## src/rtl/prod_mem_pkg.sv

```systemverilog
// Shared types for the product memory scheduler.
package prod_mem_pkg;

    localparam int DEPTH_DEF = 64;
    localparam int DW_DEF    = 32;

    typedef enum logic [1:0] {
        IDLE,
        RUN,
        DRAIN
    } sched_state_t;

    typedef logic [DW_DEF-1:0] prod_t;

endpackage

```

## src/rtl/prod_mem_sched_rr_arb2.sv

```systemverilog
// Two-requester round-robin arbiter; priority flips only on conflict.
module rr_arb2 (
    input  logic clk,
    input  logic rst,
    input  logic req_wr,
    input  logic req_rd,
    output logic gnt_wr,
    output logic gnt_rd
);

    logic prio_wr;

    always_comb begin
        gnt_wr = req_wr && (!req_rd || prio_wr);
        gnt_rd = req_rd && (!req_wr || !prio_wr);
    end

    always_ff @(posedge clk) begin
        if (!rst) begin
            prio_wr <= 1'b1;
        end else if (req_wr && req_rd) begin
            prio_wr <= !prio_wr;
        end
    end

endmodule

```

## src/rtl/prod_mem_sched.sv

```systemverilog
// Product memory scheduler: append writes, burst reads, one access per cycle.
// Optional stats counters enabled with `define PROD_MEM_SCHED_STATS_EN.
module prod_mem_sched
    import prod_mem_pkg::*;
#(
    parameter int DEPTH = DEPTH_DEF,
    parameter int DW    = DW_DEF,
    parameter int AW    = $clog2(DEPTH)
) (
    input  logic          clk,
    input  logic          rst,
    input  logic          clr,
    input  logic          wr_valid,
    input  logic [DW-1:0] wr_data,
    output logic          wr_ready,
    input  logic          rd_req,
    input  logic [AW-1:0] rd_base,
    input  logic [AW:0]   rd_len,
    output logic          rd_busy,
    output logic          rd_valid,
    output logic [DW-1:0] rd_data,
    output logic          rd_done,
    output logic          mem_en,
    output logic          mem_we,
    output logic [AW-1:0] mem_addr,
    output logic [DW-1:0] mem_wdata,
    input  logic [DW-1:0] mem_rdata,
    output logic [AW:0]   fill_count,
    output logic          full
`ifdef PROD_MEM_SCHED_STATS_EN
    ,
    output logic [15:0]   conflict_cnt,
    output logic [15:0]   wr_stall_cnt
`endif
);

    sched_state_t state, state_nxt;

    logic [AW-1:0] rd_addr;
    logic [AW:0]   rd_left;
    logic [AW:0]   avail;
    logic [AW:0]   eff_len;
    logic          rd_pend;
    logic          done_pend;
    logic          rd_start;
    logic          wr_elig;
    logic          rd_elig;
    logic          gnt_wr;
    logic          gnt_rd;

    assign full    = (fill_count == (AW+1)'(DEPTH));
    assign wr_elig = rst && wr_valid && !full && !clr;
    assign rd_elig = rst && (state == RUN);

    rr_arb2 u_arb (
        .clk    (clk),
        .rst    (rst),
        .req_wr (wr_elig),
        .req_rd (rd_elig),
        .gnt_wr (gnt_wr),
        .gnt_rd (gnt_rd)
    );

    // Length is clamped against the pre-clear fill level.
    assign avail    = ({1'b0, rd_base} < fill_count)
                    ? fill_count - {1'b0, rd_base} : '0;
    assign eff_len  = (rd_len < avail) ? rd_len : avail;
    assign rd_start = rst && rd_req && (state == IDLE);

    assign wr_ready  = gnt_wr;
    assign mem_en    = gnt_wr || gnt_rd;
    assign mem_we    = gnt_wr;
    assign mem_addr  = gnt_wr ? fill_count[AW-1:0]
                     : (gnt_rd ? rd_addr : '0);
    assign mem_wdata = gnt_wr ? wr_data : '0;

    assign rd_busy  = rst && (state != IDLE);
    assign rd_valid = rst && rd_pend;
    assign rd_data  = rd_valid ? mem_rdata : '0;
    assign rd_done  = rst && ((state == DRAIN) || done_pend);

    always_ff @(posedge clk) begin
        if (!rst) begin
            state <= IDLE;
        end else begin
            state <= state_nxt;
        end
    end

    always_comb begin
        state_nxt = state;
        case (state)
            IDLE: begin
                if (rd_start && (eff_len != '0)) begin
                    state_nxt = RUN;
                end
            end
            RUN: begin
                if (gnt_rd && (rd_left == (AW+1)'(1))) begin
                    state_nxt = DRAIN;
                end
            end
            DRAIN:   state_nxt = IDLE;
            default: state_nxt = IDLE;
        endcase
    end

    always_ff @(posedge clk) begin
        if (!rst) begin
            fill_count <= '0;
            rd_addr    <= '0;
            rd_left    <= '0;
            rd_pend    <= 1'b0;
            done_pend  <= 1'b0;
        end else begin
            rd_pend   <= gnt_rd;
            done_pend <= rd_start && (eff_len == '0);
            if (clr) begin
                fill_count <= '0;
            end else if (gnt_wr) begin
                fill_count <= fill_count + 1'b1;
            end
            if (rd_start) begin
                rd_addr <= rd_base;
                rd_left <= eff_len;
            end else if (gnt_rd) begin
                rd_addr <= rd_addr + 1'b1;
                rd_left <= rd_left - 1'b1;
            end
        end
    end

`ifdef PROD_MEM_SCHED_STATS_EN
    always_ff @(posedge clk) begin
        if (!rst || clr) begin
            conflict_cnt <= '0;
            wr_stall_cnt <= '0;
        end else begin
            if (wr_elig && rd_elig && (conflict_cnt != 16'hFFFF)) begin
                conflict_cnt <= conflict_cnt + 1'b1;
            end
            if (wr_valid && !wr_ready && (wr_stall_cnt != 16'hFFFF)) begin
                wr_stall_cnt <= wr_stall_cnt + 1'b1;
            end
        end
    end
`endif

endmodule

```

## config.mk

```make
export PLATFORM = sky130hd
export DESIGN_NAME = prod_mem_sched
export DESIGN_NICKNAME = d
export VERILOG_FILES = /design/src/rtl/prod_mem_pkg.sv /design/src/rtl/prod_mem_sched_rr_arb2.sv /design/src/rtl/prod_mem_sched.sv
export SDC_FILE = /design/constraint.sdc
export NUM_CORES = 1
export LEC_CHECK = 0
export CAP_MARGIN = 20
export CORE_MARGIN = 2
export CORE_UTILIZATION = 25
export DETAILED_ROUTE_END_ITERATION = 8
export DONT_BUFFER_PORTS = 1
export GPL_TIMING_DRIVEN = 1
export PLACE_DENSITY = 0.43
export SLEW_MARGIN = 15
export SYNTH_ARGS = -nofsm -noshare
export SYNTH_HDL_FRONTEND = slang
export SYNTH_SLANG_ARGS = --single-unit
export TNS_END_PERCENT = 10
```

## constraint.sdc

```tcl
create_clock -name clk -period 3.95 [get_ports clk]
set_input_delay 0.5925 -clock clk [delete_from_list [all_inputs] [get_ports clk]]
set_output_delay 0.5925 -clock clk [all_outputs]
set_load 0.01 [all_outputs]
```

# After elaboration in Yosys (flattened, before gate mapping)
# Index checks and enable logic that the tools add are counted.
# op_classes
addsub	4
magnitude_cmp	2
eq_ne	6
n_mux	13
bitwise_logic	1
n_reduce_logical	31
# op_table
cell	count
$mux W32	2
$mux W7	4
$mux W6	4
$logic_and A1 B1 Y1	15
$add A7 B1 Y7 const B	1
$eq A7 B1 Y1 const B	1
$eq A7 B7 Y1 const B	1
$logic_not A7 Y1	1
$lt A6 B7 Y1	1
$lt A7 B7 Y1	1
$reduce_bool A7 Y1	1
$sub A7 B1 Y7 const B	1
$sub A7 B6 Y7	1
$add A6 B1 Y6 const B	1
$logic_not A1 Y1	5
$logic_or A1 B1 Y1	4
$mux W2	2
$ne A2 B1 Y1 const B	2
$pmux W2 S2	1
$reduce_bool A2 Y1	2
$eq A2 B1 Y1 const B	1
$eq A2 B2 Y1 const B	1
$logic_not A2 Y1	1
$reduce_and A2 Y1	1
other kinds (2)	2
# word_totals
register_bits	25
in_bits	82
output_inout_bits	84

# Depth between registers and ports, before layout
# logic_depth
ltp_word	10
mapped_depth	15
mapped_depth_nobuf	15

# Modules after synthesis
# Synthesis repeated with hierarchy kept, for this count alone.
# hier_totals
hier_cells	323
area_unflattened_um2	2402.3
# by_module_without_submodules
module	instances	cells_each	area_per_inst_um2	seq_area_each_um2
prod_mem_sched	1	316	2343.5	480.5
rr_arb2	1	7	58.8	20.0

# Least setup slack after synthesis
# OpenSTA, ideal clock, no wires.
# synth_path
path_kind	input -> register
startpoint	in rd_base[3]
endpoint	reg done_pend
setup_ps	114
arrival_ps	3561
slack_ps	275
path_stages	14
n_path_buf	1
path_cell_list	inv_1 -> ha_1 -> buf_2 -> nand4b_2 -> a21o_1 -> a21boi_4 -> or3b_1 -> ha_1 -> a21o_1 -> a2111oi_2 -> a21boi_0 -> o21ai_1 -> o211a_1 -> nor2b_1
# synth_between
elab_chain_cells	6
word_cells_on_any_way	7
cone_classes	add/sub (1); order compare (2); mux (2); reduce/logical (2)
# synth_lines
item	line	rtl
from (decl)	prod_mem_sched.sv:17	input logic [AW-1:0] rd_base,
$sub A7 B6 Y7 or $lt A6 B7 Y1 (tied branches)	prod_mem_sched.sv:66, prod_mem_sched.sv:65	
$mux W7 *	prod_mem_sched.sv:66	? fill_count - {1'b0, rd_base} : '0;
$lt A7 B7 Y1	prod_mem_sched.sv:67	assign eff_len = (rd_len < avail) ? rd_len : avail;
$mux W7 *	prod_mem_sched.sv:67	
$logic_not A7 Y1 *	prod_mem_sched.sv:117	done_pend <= rd_start && (eff_len == '0);
$logic_and A1 B1 Y1 *	prod_mem_sched.sv:117	
to (signal assigned)	prod_mem_sched.sv:117	
to (decl)	prod_mem_sched.sv:44	logic done_pend;
# Mark *: on every way between the ends. The rest lies on a longest branch, timed or not.
# A chain may end at the register's enable or synchronous reset.

# Worst setup path in the final report
# layout_path
startpoint	reg fill_count[0]
endpoint	reg done_pend
# layout_between
elab_chain_cells	6
word_cells_on_any_way	7
cone_classes	add/sub (1); order compare (2); mux (2); reduce/logical (2)
# layout_lines
item	line	rtl
from (decl)	prod_mem_sched.sv:28	output logic [AW:0] fill_count,
from (signal assigned)	prod_mem_sched.sv:121	fill_count <= fill_count + 1'b1;
$sub A7 B6 Y7 or $lt A6 B7 Y1 (tied branches)	prod_mem_sched.sv:66, prod_mem_sched.sv:65	
$mux W7 *	prod_mem_sched.sv:66	
$lt A7 B7 Y1	prod_mem_sched.sv:67	
$mux W7 *	prod_mem_sched.sv:67	
$logic_not A7 Y1 *	prod_mem_sched.sv:117	
$logic_and A1 B1 Y1 *	prod_mem_sched.sv:117	
# Marked as above.

==> results.ini <==
[power]
p_comb_frac = 0.283
ir_worst_vdd_mv = 0.101
p_sw_mw = 0.216
pwr-share-seq = 0.458
p_int_mw = 0.409
leakage_nw = 1.20
pwr-share-clk = 0.259
power_density_nw_per_um2 = 218
switching_share = 0.345
total_power_mw = 0.625

[global_route]
overflow = 0
grt_pass1_vias = 2333
grt_max_degree = 45
antenna_found_initial = 0
grt_pass1_wl_um = 12200
track_usage = 0.135

[worst_setup_path]
worstPathMaxFanout = 6
path_cells = inv_1 -> buf_4 -> ha_1 -> inv_1 -> or3_1 -> a21boi_4 -> buf_4 -> nand2_1 -> ha_1 -> a211o_1 -> a2111oi_4 -> a21boi_0 -> buf_4 -> o21ai_1 -> o211a_1 -> nor2b_1
rr_worst_depth = 16
critPathKind = register to register
cp.depth = 16
worst-path-buf-inv = 5
crit_top_cell = buf_4
worstPathArrival_ns = 3.88
cp-start-kind = register
rr_endpoint = done_pend
regToRegSetupSlack_ns = 0.25
cpPeakStageDelay_ns = 0.42
worstPathRequired_ns = 4.13
reg2reg_from = fill_count[0]
end_kind = register
crit_slowest_cell = ha_1
crit_family = compound AO/OA/AOI/OAI gates

[worst_hold_path]
min_path_type = primary input to register
min_path_cells = 1
hold_start = rst
min_to = u_arb.prio_wr

[layout]
drive_gt1_frac = 0.108
final_nets = 446
diodes = 0
final_cells = 480
area_delta_synth_final_pct = 11.2
final_util = 0.282
final_cell_area_um2 = 2860

[detailed_routing]
drt_pass1_iterations = 4
via_per_inst = 5.28
wire_per_inst_um = 16.7
dr_total_vias = 2535
detail_route.iter0.violations = 109
drtAntennaViolNets = 0
drt-total-wl_um = 8010
drc = 0

[place]
dpl_cell_area_um2 = 2790
post-place-cells = 476
gp_congestion = 0.851
dpl.hpwl_um = 6410
numPortBuffers = 0

[synthesis]
synth.cells.most_frequent = and2_1, and3_1, dfxtp_1, o21ai_0, nor2_1
synthArstFlopShare = 0
synth_top_cell_area_share = 0.194
ys_types = 64
ys_seq_area_frac = 0.194
synth_seq_cells = 25
synthFlopType = dfxtp_1
yosys-top-cells-area = dfxtp_1, and2_1, and3_1
synthCells = 341
synth_area_um2 = 2570
synthesis.nets = 442
yosysMostFrequentCell = and2_1
synth_edf_count = 0
yosys_warnings = 0
avgSynthCellArea_um2 = 7.55
yosysTopAreaCell = dfxtp_1

[clock_network]
clockRootBuffer = clkbuf_8
cts_made_buffers = 3
cts_tree = built
cts_max_level = 1
clk_path_buf_depth = 2
clock_sinks = 25
postCtsSetupRepairBufs = 0
cts_hold_buf = 0
path_clk_slew_ns = 0.10
insertion_delay_ns = 0.28

[job]
cap_violations = 0

[timing]
worst_pin_slew_ns = 0.700
rsz0062_at_grt = false
finalHoldViolations = 0
timing.slew.headroom = 0.533
fin_crit_ns = 3.70
fmax_mhz = 270
final-setup-viol-count = 0
slew_viol_final = 0
period_share = 0.937
fin_skew_ns = 0.00490

[die]
fp.dieW_um = 105
rows = 37
core-area_um2 = 10100
initial_core_util = 0.254
die_h_um = 105
io_pins = 166
die-area_um2 = 11100

[outcome]
status = complete, no violations

==> worst reg2reg max path, stage by stage, from the launching register on <==
cell,delay [ns]
dfxtp_1,0.34
inv_1,0.10
buf_4,0.17
ha_1,0.42
inv_1,0.10
or3_1,0.39
a21boi_4,0.15
buf_4,0.16
nand2_1,0.10
ha_1,0.25
a211o_1,0.35
a2111oi_4,0.32
a21boi_0,0.24
buf_4,0.17
o21ai_1,0.08
o211a_1,0.15
nor2b_1,0.12
==> worst max path at each step <==
stage | start | to | slack (ns)
2_1_floorplan | rd_base[3] | done_pend | 0.27
3_3_place_gp | rd_base[5] | rd_left[0] | 0.02
3_5_place_dp | rd_base[0] | rd_left[0] | -0.05
4_1_cts | fill_count[0] | rd_left[0] | 0.05
5_1_grt | fill_count[0] | done_pend | 0.04
6_report | fill_count[0] | done_pend | 0.25
==> cells in the final DEF (no fill, tap or decap), types with 3 or more instances in the layout <==
master    count
o21a_1        5
and3_1       37
xnor2_1       8
a21oi_1      17
clkbuf_8      3
nand4_1       8
xor2_1        5
nor2b_1       4
nand3_1       3
inv_1        17
or3_1         4
a211oi_1      3
buf_4        17
nor2_1       22
a22o_1        4
and2_1       38
a21o_1        5
nand2_1      16
o21ai_1       3
nor3_1        6
o21ai_0      23
dfxtp_1      25
ha_1         17
==> state kept, by name (all words and copies together), names as in the netlist <==
register       count
fill_count         7
done_pend          1
rd_left            7
rd_pend            1
state              2
u_arb.prio_wr      1
rd_addr            6
==> layout make-up <==
cell class              count  area, um2
clock inverters             1       5.00
flip-flops and latches     25        500
well taps                 136        170
inverters                  19       71.3
repair buffers             17        128
clock buffers               3       41.3
fillers                  1110       7280
multi-input cells         279       1950
==> what timing repair did <==
action | 4_1_cts | 5_1_grt
hold endpoints to repair | 0 | 0
endpoints found under the setup margin | 0 | 9
gates resized for setup | 0 | 6
==> cell families after synthesis <==
family                   after synthesis  synth area share
XOR/XNOR                              13            0.0442
flip-flops                            25             0.194
multiplexers                           1           0.00389
buffers and inverters                 37            0.0603
AND/OR/NAND/NOR                      159             0.370
AO/OA/AOI/OAI                         87             0.232
adder cells (fa/ha/maj)               19            0.0953
==> through the flow <==
step,setup slack (ns),setup TNS [ns],hold slack [ns]
2_1_floorplan,0.275,0,0.452
3_3_place_gp,0.0163,0,0.490
3_5_place_dp,-0.0505,-0.0966,0.489
4_1_cts,0.0523,0,0.368
5_1_grt,0.0360,0,0.373
6_report,0.248,0,0.382
==> power by group through the flow <==
stage | Clock (mW) | Sequential, mW | Combinational, mW
floorplan | 0 | 0.285 | 0.141
global placement | 0 | 0.292 | 0.174
detailed placement | 0 | 0.292 | 0.173
CTS | 0.166 | 0.286 | 0.175
global route | 0.175 | 0.289 | 0.197
finish | 0.162 | 0.286 | 0.177
==> per-layer routing <==
metal,GRT usage,vias up,wire length [um]
met5,0,-,0
met1,0.171,1181,3550
li1,-,1248,-
met3,0.0414,6,559
met2,0.228,100,3790
met4,0.0267,0,113
No activity file was read; power rests on OpenSTA's default activity.
